===== src/rtl/seq_multiplier_pkg.sv =====
// Shared definitions for the sequential shift-add multiplier:
// the FSM state encoding and the default operand width.
package seq_multiplier_pkg;

  localparam int unsigned DEFAULT_WIDTH = 16;

  typedef enum logic [1:0] {
    IDLE = 2'd0,
    RUN  = 2'd1,
    DONE = 2'd2
  } mul_state_e;

endpackage : seq_multiplier_pkg


===== src/rtl/seq_multiplier.sv =====
// Radix-2 sequential unsigned multiplier with fixed WIDTH-cycle latency.
// The result register is held between completions so the ALU may read it combinationally.
module seq_multiplier
  import seq_multiplier_pkg::*;
#(
  parameter int unsigned WIDTH = DEFAULT_WIDTH
) (
  input  logic                 clk,
  input  logic                 rst_n,
  input  logic                 start,
  input  logic [WIDTH-1:0]     a,
  input  logic [WIDTH-1:0]     b,
  output logic [2*WIDTH-1:0]   result,
  output logic                 busy,
  output logic                 done
);

  localparam int unsigned PW = 2 * WIDTH;
  localparam int unsigned CW = $clog2(WIDTH + 1);

  mul_state_e      r_state;
  mul_state_e      w_state_nxt;
  logic [PW-1:0]   r_acc;
  logic [PW-1:0]   r_mcand;
  logic [PW-1:0]   r_result;
  logic [PW-1:0]   w_acc_sum;
  logic [WIDTH-1:0] r_mplr;
  logic [CW-1:0]   r_cnt;
  logic            r_busy;
  logic            r_done;
  logic            w_busy_nxt;
  logic            w_done_nxt;
  logic            w_accept;
  logic            w_run;
  logic            w_last;

  // Start is honoured only outside RUN; a DONE-cycle start chains straight into RUN.
  assign w_accept  = start && ((r_state == IDLE) || (r_state == DONE));
  assign w_run     = (r_state == RUN);
  assign w_last    = w_run && (r_cnt == CW'(WIDTH - 1));
  assign w_acc_sum = r_acc + (r_mplr[0] ? r_mcand : '0);

  // State register
  always_ff @(posedge clk or negedge rst_n) begin
    if (!rst_n) begin
      r_state <= IDLE;
    end else begin
      r_state <= w_state_nxt;
    end
  end

  // Next-state logic
  always_comb begin
    w_state_nxt = r_state;
    case (r_state)
      IDLE:    if (start) w_state_nxt = RUN;
      RUN:     if (w_last) w_state_nxt = DONE;
      DONE:    w_state_nxt = start ? RUN : IDLE;
      default: w_state_nxt = IDLE;
    endcase
  end

  // Output decode from the upcoming state so busy/done leave a flop aligned with the state
  always_comb begin
    w_busy_nxt = 1'b0;
    w_done_nxt = 1'b0;
    case (w_state_nxt)
      RUN:     w_busy_nxt = 1'b1;
      DONE:    w_done_nxt = 1'b1;
      default: ;
    endcase
  end

  always_ff @(posedge clk or negedge rst_n) begin
    if (!rst_n) begin
      r_busy <= 1'b0;
      r_done <= 1'b0;
    end else begin
      r_busy <= w_busy_nxt;
      r_done <= w_done_nxt;
    end
  end

  // Shift-add datapath; result only moves on the final RUN step
  always_ff @(posedge clk or negedge rst_n) begin
    if (!rst_n) begin
      r_acc    <= '0;
      r_mcand  <= '0;
      r_mplr   <= '0;
      r_cnt    <= '0;
      r_result <= '0;
    end else if (w_accept) begin
      r_acc    <= '0;
      r_mcand  <= PW'(a);
      r_mplr   <= b;
      r_cnt    <= '0;
    end else if (w_run) begin
      r_acc    <= w_acc_sum;
      r_mcand  <= r_mcand << 1;
      r_mplr   <= r_mplr >> 1;
      r_cnt    <= r_cnt + CW'(1);
      if (w_last) begin
        r_result <= w_acc_sum;
      end
    end
  end

  assign result = r_result;
  assign busy   = r_busy;
  assign done   = r_done;

endmodule : seq_multiplier


===== config.mk =====
export PLATFORM = sky130hd
export DESIGN_NAME = seq_multiplier
export DESIGN_NICKNAME = d
export VERILOG_FILES = /design/src/rtl/seq_multiplier_pkg.sv /design/src/rtl/seq_multiplier.sv
export SDC_FILE = /design/constraint.sdc
export NUM_CORES = 1
export LEC_CHECK = 0
export CAP_MARGIN = 20
export CORE_MARGIN = 4
export CORE_UTILIZATION = 61
export DETAILED_ROUTE_END_ITERATION = 6
export MAX_ROUTING_LAYER = met4
export PLACE_DENSITY = 0.85
export SYNTH_ARGS = -nofsm -noshare
export SYNTH_HDL_FRONTEND = slang
export SYNTH_SLANG_ARGS = --single-unit

===== constraint.sdc =====
create_clock -name clk -period 8.4 [get_ports clk]
set_input_delay 1.68 -clock clk [delete_from_list [all_inputs] [get_ports clk]]
set_output_delay 1.68 -clock clk [all_outputs]
set_load 0.03 [all_outputs]

==> impl_metrics.tcl, run 1 <==
set metrics [dict create \
    status "completed" \
    crit_type "reg -> reg" \
    synth_fa_ha_area_share_pct 6.74 \
    drive_above_1_share_pct 6.70 \
    synth-compound-area-share_pct 21.4 \
    hpwl_um 9880 \
    ant_nets 0 \
    instances_no_fill 897 \
    drcViolationCount 0 \
    synth_top_family_by_area "compound AO/OA/AOI/OAI gates" \
    clkTransAtPathRegs_ps 60 \
    cpPeakStageDelay_ps 710 \
    start_util_pct 62.5 \
    cts.htree.levels 4 \
    synth_largest_area_cell "dfrtp_1" \
    grt_overflow 0 \
    arrival_ps 4070 \
    fin_crit_sh_pct 44.1 \
    finalPower_uw 3430 \
    avgViaCountPerCell 6.04 \
    cts_buffer_depth 2 \
    wire_per_inst_um 16.7 \
    fp.dieW_um 111 \
    place_congestion 0.940 \
    diodes 0 \
    met2_usage_pct 40.3 \
    fmax_mhz 270 \
    cpLargestDelayFamily "compound AO/OA/AOI/OAI gates" \
    maxCapViolCount 0 \
    fin_ws_ps 4700 \
    p_leak_uw 0.00360 \
    synth_flop_cell "dfrtp_1" \
    post-route-min-period_ps 3700 \
    synth-seq-cells 121 \
    slew-limit-headroom_pct 42.9 \
    dr.pass1.iters 5 \
    setup_tns_ps 0 \
    power_density_nw_per_um2 439 \
    hold_buffers 0 \
    vias 5415 \
    cp-end-kind "flop" \
    area_delta_synth_final_pct 21.7 \
    yosysUniqueCellTypes 51 \
    seq_area_um2 3030 \
    crit_buf_inv 0 \
    ctsResizeCount 0 \
    grt_pass1_vias 5272 \
    hp-class "reg -> reg" \
    cts.sinks 121 \
    worst_pin_slew_ps 856 \
    io_pins 69 \
    multi_input_area_um2 3230 \
    synthesis.nets 763 \
    crit_fanout 33 \
    io_buffers 68 \
    slew_violations 0 \
    row_count 37 \
    grt_util_met1_pct 33.5 \
    synthXorXnorAreaFrac_pct 3.95 \
    final_net_count 819 \
    muxShareOfSynthArea_pct 0.662 \
    cts_tree "done" \
    hold_violations 0 \
    synth_top_area_share_pct 47.1 \
    clockRootBuffer "clkbuf_8" \
    vdd_drop_max_v 0.000235 \
    post_cts_buffers 0 \
    fin_skew_ps 12.3 \
    drtIter0Drc 477 \
    synth_edf_count 0 \
    dpl-instance-area_um2 7180 \
    coreArea_um2 10300 \
    design_area_um2 7820 \
    synth-seq-area-share_pct 47.1 \
    grt_use_total_pct 26.1 \
    synthCells 694 \
    antenna_found_initial 0 \
    final-setup-viol-count 0 \
    start_kind "flop" \
    cts_inserted_buffers 17 \
    die_area_um2 12200 \
    synth-simple-area-share_pct 17.3 \
    grt_max_degree 87 \
    cp_slowest_cell "dfrtp_1" \
    grt_busiest_layer "met2" \
    gr-usage-met3_pct 5.64 \
    cp_data_required_time_ps 8770 \
    die_y_um 111 \
    wirelength_um 15000 \
    clk_latency_ps 530 \
    ys_warn_count 0 \
    synth_area_leaders "dfrtp_1 47%, nand2_1 8.8%, ha_1 6.4%, o21ai_0 4.6%, a22oi_1 3.5%" \
    grt_pass1_wl_um 25400 \
    place_ws_ps 4320 \
    synthArstFlopShare_pct 100 \
    num-fill-cells 731 \
    rsz0062_at_grt "false" \
    dp_cells 865 \
    synth_area_per_cell_um2 9.26 \
    netlist_area_um2 6420 \
    path_cells "and2_1 -> ha_1 -> fa_1 -> a21o_1 -> a311oi_2 -> o31ai_1 -> a21oi_2 -> o211ai_2 -> a211oi_2 -> mux2i_1 -> a31oi_1" \
]
[cells in the final DEF, fill, tap and decap left out, types with 20 or more instances in the layout]
cell type and instances:
a22oi_1 30, o21ai_1 25, dfrtp_1 121, nand2_1 149, nor2_1 20, and2_1 33
ha_1 33, a21oi_1 36, o21ai_0 59, a22o_1 21, clkdlybuf4s50_1 67
[path summary, 6_finish.rpt]
| kind | startpoint | to | slack [ps] | depth (start not counted) |
|---|---|---|---|---|
| max | r_mplr[0]$_DFFE_PN0P_ | r_acc[28]$_DFFE_PN0P_ | 4700 | 11 |
| min | result[12]$_DFFE_PN0P_ | result[12]$_DFFE_PN0P_ | 480 | 2 |
| max reg2reg | r_mplr[0]$_DFFE_PN0P_ | r_acc[28]$_DFFE_PN0P_ | 4700 | 11 |
| min reg2reg | result[12]$_DFFE_PN0P_ | result[12]$_DFFE_PN0P_ | 480 | 2 |
| max in group asynchronous | rst_n | r_mcand[21]$_DFFE_PN0P_ | 6250 | 3 |
| min in group asynchronous | rst_n | result[15]$_DFFE_PN0P_ | 1110 | 1 |
[power by group]
group,leakage [µW],switching (µW),internal (µW)
clock,0.000283,250,470
sequential,0.00148,188,862
combinational,0.00183,1010,656
total,0.00360,1440,1990
[kinds of logic (layout without fill, tap and decap cells)]
| kind of cell | Yosys count | after routing |
|---|---|---|
| and+or+nand+nor | 248 | 248 |
| adders and majority gates | 34 | 34 |
| buffers and inverters | 46 | 113 |
| DFF | 121 | 121 |
| AOI/OAI and AO/OA | 212 | 212 |
| muxes | 4 | 4 |
| xor gates and xnor gates | 29 | 29 |
[area by class of cell]
type	instances	area share [%]
Timing Repair Buffer	75	9.86
Inverter	8	0.384
Tap cell	136	2.18
Sequential cell	121	38.7
Clock buffer	22	5.92
Clock inverter	8	1.54
Multi-Input combinational cell	527	41.4
[stage by stage]
| stage | util, % | hold slack, ps |
|---|---|---|
| 2_1_floorplan | - | 446 |
| 3_3_place_gp | 69.8 | 460 |
| 3_5_place_dp | 69.8 | 466 |
| 4_1_cts | 75.5 | 481 |
| 5_1_grt | 76.1 | 500 |
| 6_report | 76.1 | 476 |
[layer usage]
metal  share of wire, %  up-vias
met5                  0        -
met4                2.5        0
met3                6.3       42
met2                 47      223
met1                 44     2591
li1                   -     2559
[Yosys cell counts (2+ instances only)]
cell type / n
clkbuf_1: 34
mux2i_1: 2
a22oi_1: 30
o211ai_1: 3
nor3_1: 2
a31oi_1: 2
buf_2: 2
ha_1: 33
o31ai_1: 3
mux2_2: 2
a211oi_2: 3
nand2b_1: 5
inv_1: 8
a22o_1: 21
o21ai_1: 25
xor2_1: 15
xnor2_1: 14
a211oi_1: 6
a21oi_1: 36
nor2_1: 21
nand2_1: 150
dfrtp_1: 121
and3_1: 8
nand3_1: 12
nor2b_1: 8
a221oi_1: 2
o21ai_0: 59
and2_1: 33
a21o_1: 9
nand4_1: 4
[worst min-delay path, cell delays in order, from the launching register on]
cell,delay [ps]
dfrtp_1,340
nand2_1,40
o21ai_0,60
[registers in the layout (all words and copies together) (netlist names)]
signal   cells
busy         1
r_acc       32
result      32
r_mplr      16
r_mcand     32
r_state      2
r_cnt        5
done         1
Note: power is estimated with default switching activity, not from simulation.
==> inputs of run 2 (changes only) <==
Settings changed: CORE_UTILIZATION 61 to 57, PLACE_DENSITY 0.85 to 0.8.
Clock period 8.4 ns to 3.5 ns, I/O delays scaled along.
==> run 2 against run 1 <==
  * Die area grew 6.5%
  * Worst hold slack lost 110 ps
  * Design area grew 0.16%
  * Cell count grew 0.78%
  * Clock skew shrank 5.3 ps
  * Largest power group unchanged
  * Critical path depth is the same
  * Flip-flop and latch count is the same
  * Total power grew 140%
  * Largest cell class unchanged
  * Sequential share of layout area shrank 0.062 points
  * First-iteration DRC count shrank 16%
  * Register-to-register slack lost 4400 ps
==> impl_metrics.tcl, run 2 (synthesis gave the netlist of run 1 again) <==
set metrics [dict create \
    avgViaCountPerCell 5.92 \
    clkTransAtPathRegs_ps 60 \
    setup_tns_ps 0 \
    grt_use_total_pct 26.3 \
    final_common_cell "nand2_1" \
    antenna_found_initial 0 \
    r2r_slack_ps 300 \
    crit_type "reg -> reg" \
    hpwl_um 10400 \
    coreArea_um2 10900 \
    crit_end "r_acc[28]$_DFFE_PN0P_" \
    drive_above_1_share_pct 7.20 \
    maxCapViolCount 0 \
    cts_tree "done" \
    cp.depth 11 \
    io_pins 69 \
    slew-limit-headroom_pct 46.4 \
    place_congestion 0.944 \
    cts_inserted_buffers 17 \
    rsz0062_at_grt "false" \
    fin_ws_ps 301 \
    wire_per_inst_um 17.0 \
    fin_skew_ps 7.00 \
    drcViolationCount 0 \
    cts_buffer_depth 2 \
    grt_pass1_wl_um 26600 \
    crit_fanout 31 \
    ctsResizeCount 0 \
    cp_data_required_time_ps 3790 \
    final_net_count 820 \
    vdd_drop_max_v 0.000643 \
    slew_violations 0 \
    cpPeakStageDelay_ps 430 \
    crit_buf_inv 1 \
    row_count 38 \
    arrival_ps 3490 \
    io_buffers 68 \
    final-setup-viol-count 0 \
    path_cells "buf_4 -> and2_1 -> fa_1 -> a21o_1 -> a311oi_2 -> o31ai_1 -> a21oi_2 -> o211ai_2 -> a211oi_2 -> mux2i_1 -> a31oi_1" \
    clk_latency_ps 420 \
    place_ws_ps 359 \
    cpLargestDelayFamily "compound AO/OA/AOI/OAI gates" \
    cts.htree.levels 4 \
    cts.sinks 121 \
    cp_slowest_cell "fa_1" \
    diodes 0 \
    status "completed" \
    r2r-end "r_acc[28]$_DFFE_PN0P_" \
    hold_buffers 0 \
    rr_startpoint "r_mplr[0]$_DFFE_PN0P_" \
    area_delta_synth_final_pct 21.9 \
    drtIter0Drc 401 \
    hold_violations 0 \
    fmax_mhz 313 \
    grt_pass1_vias 5469 \
    start_kind "flop" \
    fin_crit_sh_pct 91.4 \
    cp-end-kind "flop" \
    post-route-min-period_ps 3200 \
    clockRootBuffer "clkbuf_16" \
    power_density_nw_per_um2 1060 \
    p_leak_uw 0.00360 \
    fp.dieW_um 114 \
    grt_overflow 0 \
    dr.pass1.iters 5 \
    worst_pin_slew_ps 804 \
    num-fill-cells 847 \
    layout_common_cells "149 x nand2_1, 121 x dfrtp_1, 67 x clkdlybuf4s50_1" \
    die_y_um 114 \
    vias 5352 \
    start_util_pct 58.8 \
    hp-class "in -> async" \
    post_cts_buffers 0 \
    grt_max_degree 65 \
    die_area_um2 13000 \
    startpoint "r_mplr[0]$_DFFE_PN0P_" \
    ant_nets 0 \
    wirelength_um 15400 \
    reg2regPathDepth 11 \
]
## run 2: cell count changes in the layout (fill, tap and decap cells not counted), sizes merged
cell    delta
bufinv     -1
inv        +3
buf        +1
clkbuf     -2
clkinv     +2
## run 2: worst min-delay path by stage
stage	slack, ps	start	to
after global routing	430	rst_n	result[14]$_DFFE_PN0P_
after detailed placement	470	r_mplr[8]$_DFFE_PN0P_	r_mplr[8]$_DFFE_PN0P_
final	370	rst_n	result[14]$_DFFE_PN0P_
after global placement	460	r_mplr[11]$_DFFE_PN0P_	r_mplr[11]$_DFFE_PN0P_
after floorplan	400	rst_n	busy$_DFF_PN0_
after CTS	400	rst_n	result[14]$_DFFE_PN0P_
## run 2: area by class of cell
type | instances | area [µm²] | share of cell area [%]
Clock buffer | 20 | 457 | 5.83
Multi-Input combinational cell | 527 | 3230 | 41.3
Inverter | 8 | 30.0 | 0.384
Clock inverter | 12 | 141 | 1.81
Timing Repair Buffer | 76 | 763 | 9.75
Tap cell | 140 | 175 | 2.24
Sequential cell | 121 | 3030 | 38.7
## run 2: per-layer routing
layer  vias to the layer above  GRT usage, %  part of all wire, %
li1                       2562             -                    -
met4                         0          8.47                  1.6
met5                         -             -                    0
met2                       156          40.6                   47
met3                        26          7.35                  5.4
met1                      2608          34.0                   46
## run 2: report_power, final
part	leakage, µW	total, µW	switching [µW]	internal (µW)
clock	0.000288	1770	674	1090
combinational	0.00183	4020	2430	1590
sequential	0.00148	2500	433	2070
total	0.00360	8290	3540	4750
## run 2: through the flow
stage / util [%] / area [µm²] / hold slack [ps] / cells / power (µW)
floorplan: - / 6420 / 404 / 694 / 5280
global placement: 66.1 / 7230 / 460 / 872 / 6340
detailed placement: 66.1 / 7230 / 467 / 872 / 6490
CTS: 71.6 / 7830 / 402 / 904 / 8310
global route: 71.6 / 7830 / 432 / 904 / 8910
finish: 71.6 / 7830 / 366 / 904 / 8290
==> inputs of run 3 (changes only) <==
Settings changed: HOLD_SLACK_MARGIN set to 0.15.
==> results of run 3 <==
The final DEF is identical to that of run 2; final timing and power are the same.
